File: src/rtl/serial_adder_pkg.sv
// Shared types for the bit-serial adder controller.
// Optional subtract mode is enabled with SERIAL_ADDER_SUB_EN.
package serial_adder_pkg;

  localparam logic [1:0] ST_IDLE  = 2'd0;
  localparam logic [1:0] ST_SHIFT = 2'd1;
  localparam logic [1:0] ST_DONE  = 2'd2;

  typedef enum logic [1:0] {
    IDLE  = ST_IDLE,
    SHIFT = ST_SHIFT,
    DONE  = ST_DONE
  } state_e;

  localparam int WIDTH_MIN = 2;
  localparam int WIDTH_MAX = 32;

endpackage

File: src/rtl/serial_adder_ctrl_if.sv
// Start/busy/done bundle between datapath and serial adder.
// The sub signal exists only with SERIAL_ADDER_SUB_EN.
interface serial_adder_ctrl_if #(
  parameter int WIDTH = 8
) ();

  logic             start;
  logic [WIDTH-1:0] a;
  logic [WIDTH-1:0] b;
  logic             cin;
`ifdef SERIAL_ADDER_SUB_EN
  logic             sub;
`endif
  logic             busy;
  logic             done;
  logic [WIDTH-1:0] sum;
  logic             cout;
  logic             ovf;

`ifdef SERIAL_ADDER_SUB_EN
  modport master (
    output start, a, b, cin, sub,
    input  busy, done, sum, cout, ovf
  );
  modport slave (
    input  start, a, b, cin, sub,
    output busy, done, sum, cout, ovf
  );
`else
  modport master (
    output start, a, b, cin,
    input  busy, done, sum, cout, ovf
  );
  modport slave (
    input  start, a, b, cin,
    output busy, done, sum, cout, ovf
  );
`endif

endinterface

File: src/rtl/one_bit_full_adder_v.sv
// Single-bit full adder cell reused by the serial adder.
module one_bit_full_adder_v (
  input  logic A0,
  input  logic B0,
  input  logic Ci,
  output logic S,
  output logic C
);

  assign S = A0 ^ B0 ^ Ci;
  assign C = (A0 & B0) | (A0 & Ci) | (B0 & Ci);

endmodule

File: src/rtl/serial_adder_ctrl.sv
// Bit-serial WIDTH-bit adder: one full-adder cell, LSB first.
// Define SERIAL_ADDER_SUB_EN to add the a-b subtract mode.
module serial_adder_ctrl
  import serial_adder_pkg::*;
#(
  parameter int WIDTH = 8
) (
  input logic            clk,
  input logic            rst,
  serial_adder_ctrl_if.slave bus
);

  localparam int CW = $clog2(WIDTH);
  localparam logic [CW-1:0] CNT_PRE = CW'(WIDTH - 2);
  localparam logic [CW-1:0] CNT_MSB = CW'(WIDTH - 1);

  state_e           state_q, state_d;
  logic [WIDTH-1:0] a_q, a_d;
  logic [WIDTH-1:0] b_q, b_d;
  logic [WIDTH-1:0] sum_q, sum_d;
  logic [CW-1:0]    cnt_q, cnt_d;
  logic             carry_q, carry_d;
  logic             cmsb_q, cmsb_d;
  logic             cout_q, cout_d;
  logic             ovf_q, ovf_d;
  logic             cell_s, cell_c;
  logic [WIDTH-1:0] b_ld;
  logic             c_ld;

  one_bit_full_adder_v u_fa (
    .A0 (a_q[0]),
    .B0 (b_q[0]),
    .Ci (carry_q),
    .S  (cell_s),
    .C  (cell_c)
  );

`ifdef SERIAL_ADDER_SUB_EN
  // a-b computed as a + ~b + 1
  assign b_ld = bus.sub ? ~bus.b : bus.b;
  assign c_ld = bus.sub ? 1'b1 : bus.cin;
`else
  assign b_ld = bus.b;
  assign c_ld = bus.cin;
`endif

  always_comb begin
    state_d = state_q;
    a_d     = a_q;
    b_d     = b_q;
    sum_d   = sum_q;
    cnt_d   = cnt_q;
    carry_d = carry_q;
    cmsb_d  = cmsb_q;
    cout_d  = cout_q;
    ovf_d   = ovf_q;
    unique case (state_q)
      IDLE: begin
        if (bus.start) begin
          a_d     = bus.a;
          b_d     = b_ld;
          carry_d = c_ld;
          cnt_d   = '0;
          state_d = SHIFT;
        end
      end
      SHIFT: begin
        a_d     = {1'b0, a_q[WIDTH-1:1]};
        b_d     = {1'b0, b_q[WIDTH-1:1]};
        sum_d   = {cell_s, sum_q[WIDTH-1:1]};
        carry_d = cell_c;
        if (cnt_q == CNT_PRE) cmsb_d = cell_c;
        // counter parks at the MSB index instead of wrapping
        if (cnt_q == CNT_MSB) begin
          cout_d  = cell_c;
          ovf_d   = cmsb_q ^ cell_c;
          state_d = DONE;
        end else begin
          cnt_d = cnt_q + 1'b1;
        end
      end
      DONE:    state_d = IDLE;
      default: state_d = IDLE;
    endcase
  end

  always_ff @(posedge clk or posedge rst) begin
    if (rst) begin
      state_q <= IDLE;
      a_q     <= '0;
      b_q     <= '0;
      sum_q   <= '0;
      cnt_q   <= '0;
      carry_q <= 1'b0;
      cmsb_q  <= 1'b0;
      cout_q  <= 1'b0;
      ovf_q   <= 1'b0;
    end else begin
      state_q <= state_d;
      a_q     <= a_d;
      b_q     <= b_d;
      sum_q   <= sum_d;
      cnt_q   <= cnt_d;
      carry_q <= carry_d;
      cmsb_q  <= cmsb_d;
      cout_q  <= cout_d;
      ovf_q   <= ovf_d;
    end
  end

  assign bus.busy = (state_q != IDLE);
  assign bus.done = (state_q == DONE);
  assign bus.sum  = sum_q;
  assign bus.cout = cout_q;
  assign bus.ovf  = ovf_q;

endmodule

File: src/flat_wrapper.sv
// flat-port wrapper written by rule: the top's interface ports become plain ports
module serial_adder_ctrl_flat import serial_adder_pkg::*;
#(
  parameter int WIDTH = 8
)
  (clk, rst, bus_start, bus_a, bus_b, bus_cin, bus_busy, bus_done, bus_sum, bus_cout, bus_ovf);
  serial_adder_ctrl_if #(.WIDTH(WIDTH)) bus_i ();
  input logic clk;
  input logic rst;
  input wire logic [$bits(bus_i.start)-1:0] bus_start;
  input wire logic [$bits(bus_i.a)-1:0] bus_a;
  input wire logic [$bits(bus_i.b)-1:0] bus_b;
  input wire logic [$bits(bus_i.cin)-1:0] bus_cin;
  output wire logic [$bits(bus_i.busy)-1:0] bus_busy;
  output wire logic [$bits(bus_i.done)-1:0] bus_done;
  output wire logic [$bits(bus_i.sum)-1:0] bus_sum;
  output wire logic [$bits(bus_i.cout)-1:0] bus_cout;
  output wire logic [$bits(bus_i.ovf)-1:0] bus_ovf;
  assign bus_i.start = bus_start;
  assign bus_i.a = bus_a;
  assign bus_i.b = bus_b;
  assign bus_i.cin = bus_cin;
  assign bus_busy = bus_i.busy;
  assign bus_done = bus_i.done;
  assign bus_sum = bus_i.sum;
  assign bus_cout = bus_i.cout;
  assign bus_ovf = bus_i.ovf;
  serial_adder_ctrl #(.WIDTH(WIDTH)) u_core (.clk(clk), .rst(rst), .bus(bus_i));
endmodule
File: config.mk
export PLATFORM = sky130hd
export DESIGN_NAME = serial_adder_ctrl_flat
export DESIGN_NICKNAME = d
export VERILOG_FILES = /design/src/rtl/serial_adder_pkg.sv /design/src/rtl/serial_adder_ctrl_if.sv /design/src/rtl/one_bit_full_adder_v.sv /design/src/rtl/serial_adder_ctrl.sv /design/src/flat_wrapper.sv
export SDC_FILE = /design/constraint.sdc
export NUM_CORES = 1
export LEC_CHECK = 0
export CAP_MARGIN = 40
export CORE_AREA = 2 2 57 59
export DETAILED_ROUTE_END_ITERATION = 12
export DIE_AREA = 0 0 59 61
export GPL_TIMING_DRIVEN = 1
export PLACE_DENSITY = 0.81
export SLEW_MARGIN = 30
export SYNTH_ARGS = -nofsm -noshare
export SYNTH_HDL_FRONTEND = slang
export SYNTH_SLANG_ARGS = --single-unit
File: constraint.sdc
create_clock -name clk -period 2.9 [get_ports clk]
set_clock_uncertainty 0.2 [all_clocks]
set_input_delay 0.58 -clock clk [delete_from_list [all_inputs] [get_ports clk]]
set_output_delay 0.58 -clock clk [all_outputs]
set_load 0.02 [all_outputs]
* Word level (Yosys, flattened, before mapping) *
Index checks and enable logic that the tools add are counted.

storage, ports and cells
  register bits after elaboration = 33
  bits in latches = 0
  bits in writable memories = 0
  ROM bits = 0
  input port bits = 20
  output and inout bits = 12
  word-level logic and storage cells = 45
  memories kept = 0

operators by class
  add/subtract/negate cells = 1
  multiply operators = 0
  divide/modulo/power cells = 0
  magnitude comparators = 0
  eq/ne operators = 7
  shifts and indexed selects = 0
  muxes and demuxes = 12
  bitwise operators = 8
  reduce and logical (&&, ||, !) cells = 8

operators with widths
  operator                                                                  count
  8-bit one-hot mux with 2 select lines                                     2
  8-bit two-way mux                                                         2
  2-bit AND reduction                                                       4
  3-bit == test (second input constant)                                     2
  3-bit two-way mux                                                         2
  3-bit one-hot mux with 2 select lines                                     1
  2-bit two-way mux                                                         2
  2-bit inequality test (second input constant)                             2
  2-bit one-hot mux with 2 select lines                                     1
  2-bit nonzero test                                                        2
  3-bit by 1-bit adder with 3-bit output (second input constant)            1
  1-bit AND                                                                 3
  3-bit AND reduction                                                       1
  1-bit bitwise XOR                                                         3
  2-bit by 1-bit == test with 1-bit output (second input constant)          1
  2-bit == test (second input constant)                                     1
  2-bit logical NOT                                                         1
  2-bit by 1-bit inequality test with 1-bit output (second input constant)  1
  1-bit OR                                                                  2
  1-bit one-hot mux with 2 select lines                                     1
  1-bit two-way mux                                                         1

* Logic depth before layout (Yosys ltp) *
  depth after elaboration = 4
  mapped depth = 5
  gate-level depth less buffers = 5

* Hierarchy *
From an unflattened synthesis, not the netlist that was laid out.

second synthesis, totals
  cells, all modules = 142
  area total of the unflattened synthesis = 1569.0 sq um

by module, submodules not included
  module                instances  cells each  area an instance (sq um)  seq. area each (sq um)
  serial_adder_ctrl     1          141         1549.0                    825.8
  one_bit_full_adder_v  1          1           20.0                      0.0

* Worst setup path after synthesis *
OpenSTA, ideal clock, no wires.

  path kind = register to output
  from = reg u_core.state_q[1]
  to = out bus_done
  arrival = 1.023 ns
  required time = 2.120 ns
  slack = 1.097 ns
  stages on the path, launching flop included = 4
  path buffers = 1
  cells stage by stage = dfrtp_1 -> inv_1 -> buf_2 -> nor2_1

between the ends
  cells in the longest elaborated chain, start to end = 1

ends and longest elaborated chain
  item                    RTL line                  RTL
  start, declared         serial_adder_ctrl.sv:17   state_e state_q, state_d;
  start signal, assigned  serial_adder_ctrl.sv:99   state_q <= state_d;
  2-bit == test           serial_adder_ctrl.sv:112  assign bus.done = (state_q == DONE);
  end, declared           flat_wrapper.sv:15        output wire logic [$bits(bus_i.done)-1:0] bus_done;

Every way passes these cells.

* Final worst setup path *
Same ends and word-level chain as after synthesis.

==> results.py <==
metrics = {
    "logic_synthesis": {
        "synthMuxAreaShare_pct": 1.69,
        "synth_fa_ha_area_share_pct": 3.70,
        "synth_top_area_share_pct": 53.1,
        "synth_compound_area_share_pct": 21.8,
        "syn_nets": 179,
        "async_reset_ff_share_pct": 100,
        "post-synth-top-count-cell": "dfrtp_1",
        "yosys-top-cells-area": "dfrtp_1, o22ai_1, nand2_1",
        "netlist_top_cells_count": "dfrtp_1, nand2_1, o22ai_1, a21oi_1, o21ai_0",
        "synth_xor_area_share_pct": 0.564,
        "synth_cell_types": 27,
        "synth_top_family_by_area": "compound AO/OA/AOI/OAI gates",
        "avgSynthCellArea_sq_um": 10.0,
        "synth-seq-cells": 33,
        "syn_area_sq_mm": 0.00155,
        "synth_edf_count": 0,
        "ys_seq_area_share_pct": 53.1,
        "yosysWarnings": 0,
        "synthCells": 155,
        "yosysTopAreaCell": "dfrtp_1",
        "synth_flop_cell": "dfrtp_1",
        "synthSimpleGateAreaFrac_pct": 13.1,
    },
    "floorplanning": {
        "num_rows": 20,
        "fp.coreArea_sq_mm": 0.00295,
        "start_util_pct": 52.6,
        "die_w_um": 59,
        "num_io_pins": 32,
        "die_y_um": 61,
        "dieArea_sq_mm": 0.00360,
    },
    "layout": {
        "fin_cells": 219,
        "finalNetCount": 211,
        "drive_gt1_share_pct": 8.60,
        "area_delta_synth_final_pct": 22.3,
        "n_antenna_cell": 0,
    },
    "clocking": {
        "cts_resized": 0,
        "cts_tree": "yes",
        "cts-root-buf": "clkbuf_4",
        "path_clk_slew_ns": 0.09,
        "clock_latency_ns": 0.33,
        "cts.sink_count": 33,
        "cts_buffer_depth": 2,
        "cts_setup_buffers": 0,
        "hold_buffers": 0,
        "cts_buffers": 5,
        "htree_num_levels": 2,
    },
    "critical_path": {
        "critical_path.startpoint": "u_core.state_q[1]$_DFFE_PP0P_",
        "end_kind": "output pin",
        "r2r-end": "u_core.bus.cout$_DFFE_PP0P_",
        "arrival_ns": 1.83,
        "reg2reg_depth": 3,
        "cp.required_ns": 2.12,
        "r2r-start": "u_core.state_q[1]$_DFFE_PP0P_",
        "start_kind": "flop",
        "crit_fanout": 16,
        "rrSetupSlack_ns": 1.17,
        "critPathKind": "flop to output pin",
    },
    "place": {
        "dp_hpwl_um": 2380,
        "place.gp.congestion": 0.860,
        "io_buffers": 31,
        "dpl.cell_count": 213,
        "pre_cts_ws_ns": 0.663,
    },
    "route": {
        "first_pass_iters": 4,
        "vias": 1268,
        "wl_per_cell_um": 15.0,
        "routed_wl_um": 3280,
        "vias_per_cell": 5.79,
        "drc_errors": 0,
        "postRouteAntennaNets": 0,
        "drtIter0Drc": 44,
    },
    "sta": {
        "setup_ws_ns": 0.289,
        "relSlewSlack_pct": 69.4,
        "tightestPinTransition_ns": 0.459,
        "finalMaxSlewViolations": 0,
        "finalHoldViolations": 0,
        "setup_viol": 0,
        "final.period_utilization_pct": 90.0,
        "whs_ns": 0.279,
        "tns_ns": 0,
        "fmax_ghz": 0.383,
        "fin_crit_ns": 2.61,
        "rsz0062_at_grt": "false",
    },
    "power_and_ir_drop": {
        "switchingPower_mw": 0.770,
        "p_int_mw": 1.14,
        "switching_share_pct": 40.3,
        "ir_drop_v": 0.000557,
        "clkPwrFrac_pct": 11.9,
        "p_seq_share_pct": 44.3,
        "power_density_mw_per_mm2": 1010,
        "leakage_nw": 0.816,
        "p_comb_share_pct": 43.8,
    },
    "grt": {
        "grtUsageTotal_pct": 21.1,
        "grt_pass1_wl_um": 5590,
        "grt_max_degree": 34,
        "antenna_found_initial": 0,
        "grt_pass1_vias": 1267,
        "grt_overflow": 0,
    },
    "hold_path": {
        "hold_path_end": "u_core.bus.sum[0]$_DFFE_PP0N_",
        "hold_start": "u_core.bus.sum[0]$_DFFE_PP0N_",
        "hp-class": "flop to flop",
        "hold_depth": 2,
    },
    "run_status": {
        "status": "complete, no violations",
    },
    "run": {
        "drv_cap": 0,
    },
}
worst max-delay path by stage:
| stage | end | cells past startpoint | slack (ns) |
|---|---|---|---|
| after CTS | bus_done | 3 | 0.27 |
| after floorplan | bus_done | 3 | 1.10 |
| after detailed placement | bus_done | 3 | 0.66 |
| final | bus_done | 3 | 0.29 |
| after global placement | bus_done | 3 | 0.68 |
| after global routing | bus_done | 3 | 0.15 |
state kept, by name, indices dropped and copies added (netlist names):
register / cells
u_core.bus.sum: 8
u_core.bus.ovf: 1
u_core.bus.cout: 1
u_core.a_q: 8
u_core.carry_q: 1
u_core.b_q: 8
u_core.cnt_q: 3
u_core.state_q: 2
u_core.cmsb_q: 1
routing by layer:
| metal | track usage, % | routed length, um | up-vias |
|---|---|---|---|
| met5 | 0 | 0 | - |
| met4 | 7.47 | 44 | 0 |
| met3 | 6.61 | 174 | 5 |
| met2 | 37.5 | 1660 | 32 |
| met1 | 24.0 | 1400 | 609 |
| li1 | - | - | 622 |
area by class of cell:
| type | count | area (sq um) |
|---|---|---|
| Clock buffer | 5 | 37.5 |
| Clock inverter | 1 | 5.00 |
| Fill cell | 241 | 1050 |
| Inverter | 4 | 15.0 |
| Multi-Input combinational cell | 108 | 636 |
| Sequential cell | 33 | 826 |
| Tap cell | 33 | 41.3 |
| Timing Repair Buffer | 35 | 340 |
stage by stage:
step	utilization, %	total power, mW	instance area [sq um]
3_5_place_dp	62.9	1.70	1860
5_1_grt	64.4	2.08	1900
3_3_place_gp	62.9	1.65	1860
4_1_cts	64.4	1.93	1900
2_1_floorplan	-	1.44	1550
6_report	64.4	1.91	1900
kinds of logic after synthesis:
kind of cell               Yosys count
and+or+nand+nor                     42
DFF                                 33
muxes                                2
adders and majority gates            4
AOI/OAI and AO/OA                   59
buffers and inverters               14
xor gates and xnor gates             1
critical path, cell delays in order, from the launching register on:
cell	delay, ns
dfrtp_1	0.64
inv_1	0.13
nor2_1	0.12
clkdlybuf4s50_1	0.62
power groups by stage:
stage | combinational [mW] | clock [mW] | sequential [mW]
after floorplan | 0.561 | 0 | 0.878
after global placement | 0.810 | 0 | 0.839
after detailed placement | 0.847 | 0 | 0.855
after CTS | 0.850 | 0.236 | 0.846
after global routing | 0.955 | 0.250 | 0.874
final | 0.838 | 0.228 | 0.847
placed cells by master, fill, tap and decap left out, types with 4 or more instances in the layout:
cell type and count:
o22ai_1 28, nand2_1 29, clkdlybuf4s50_1 31, a21oi_1 19
clkbuf_4 5, dfrtp_1 33, o21ai_0 9, buf_4 4
Note: power is estimated with default switching activity, not from simulation.
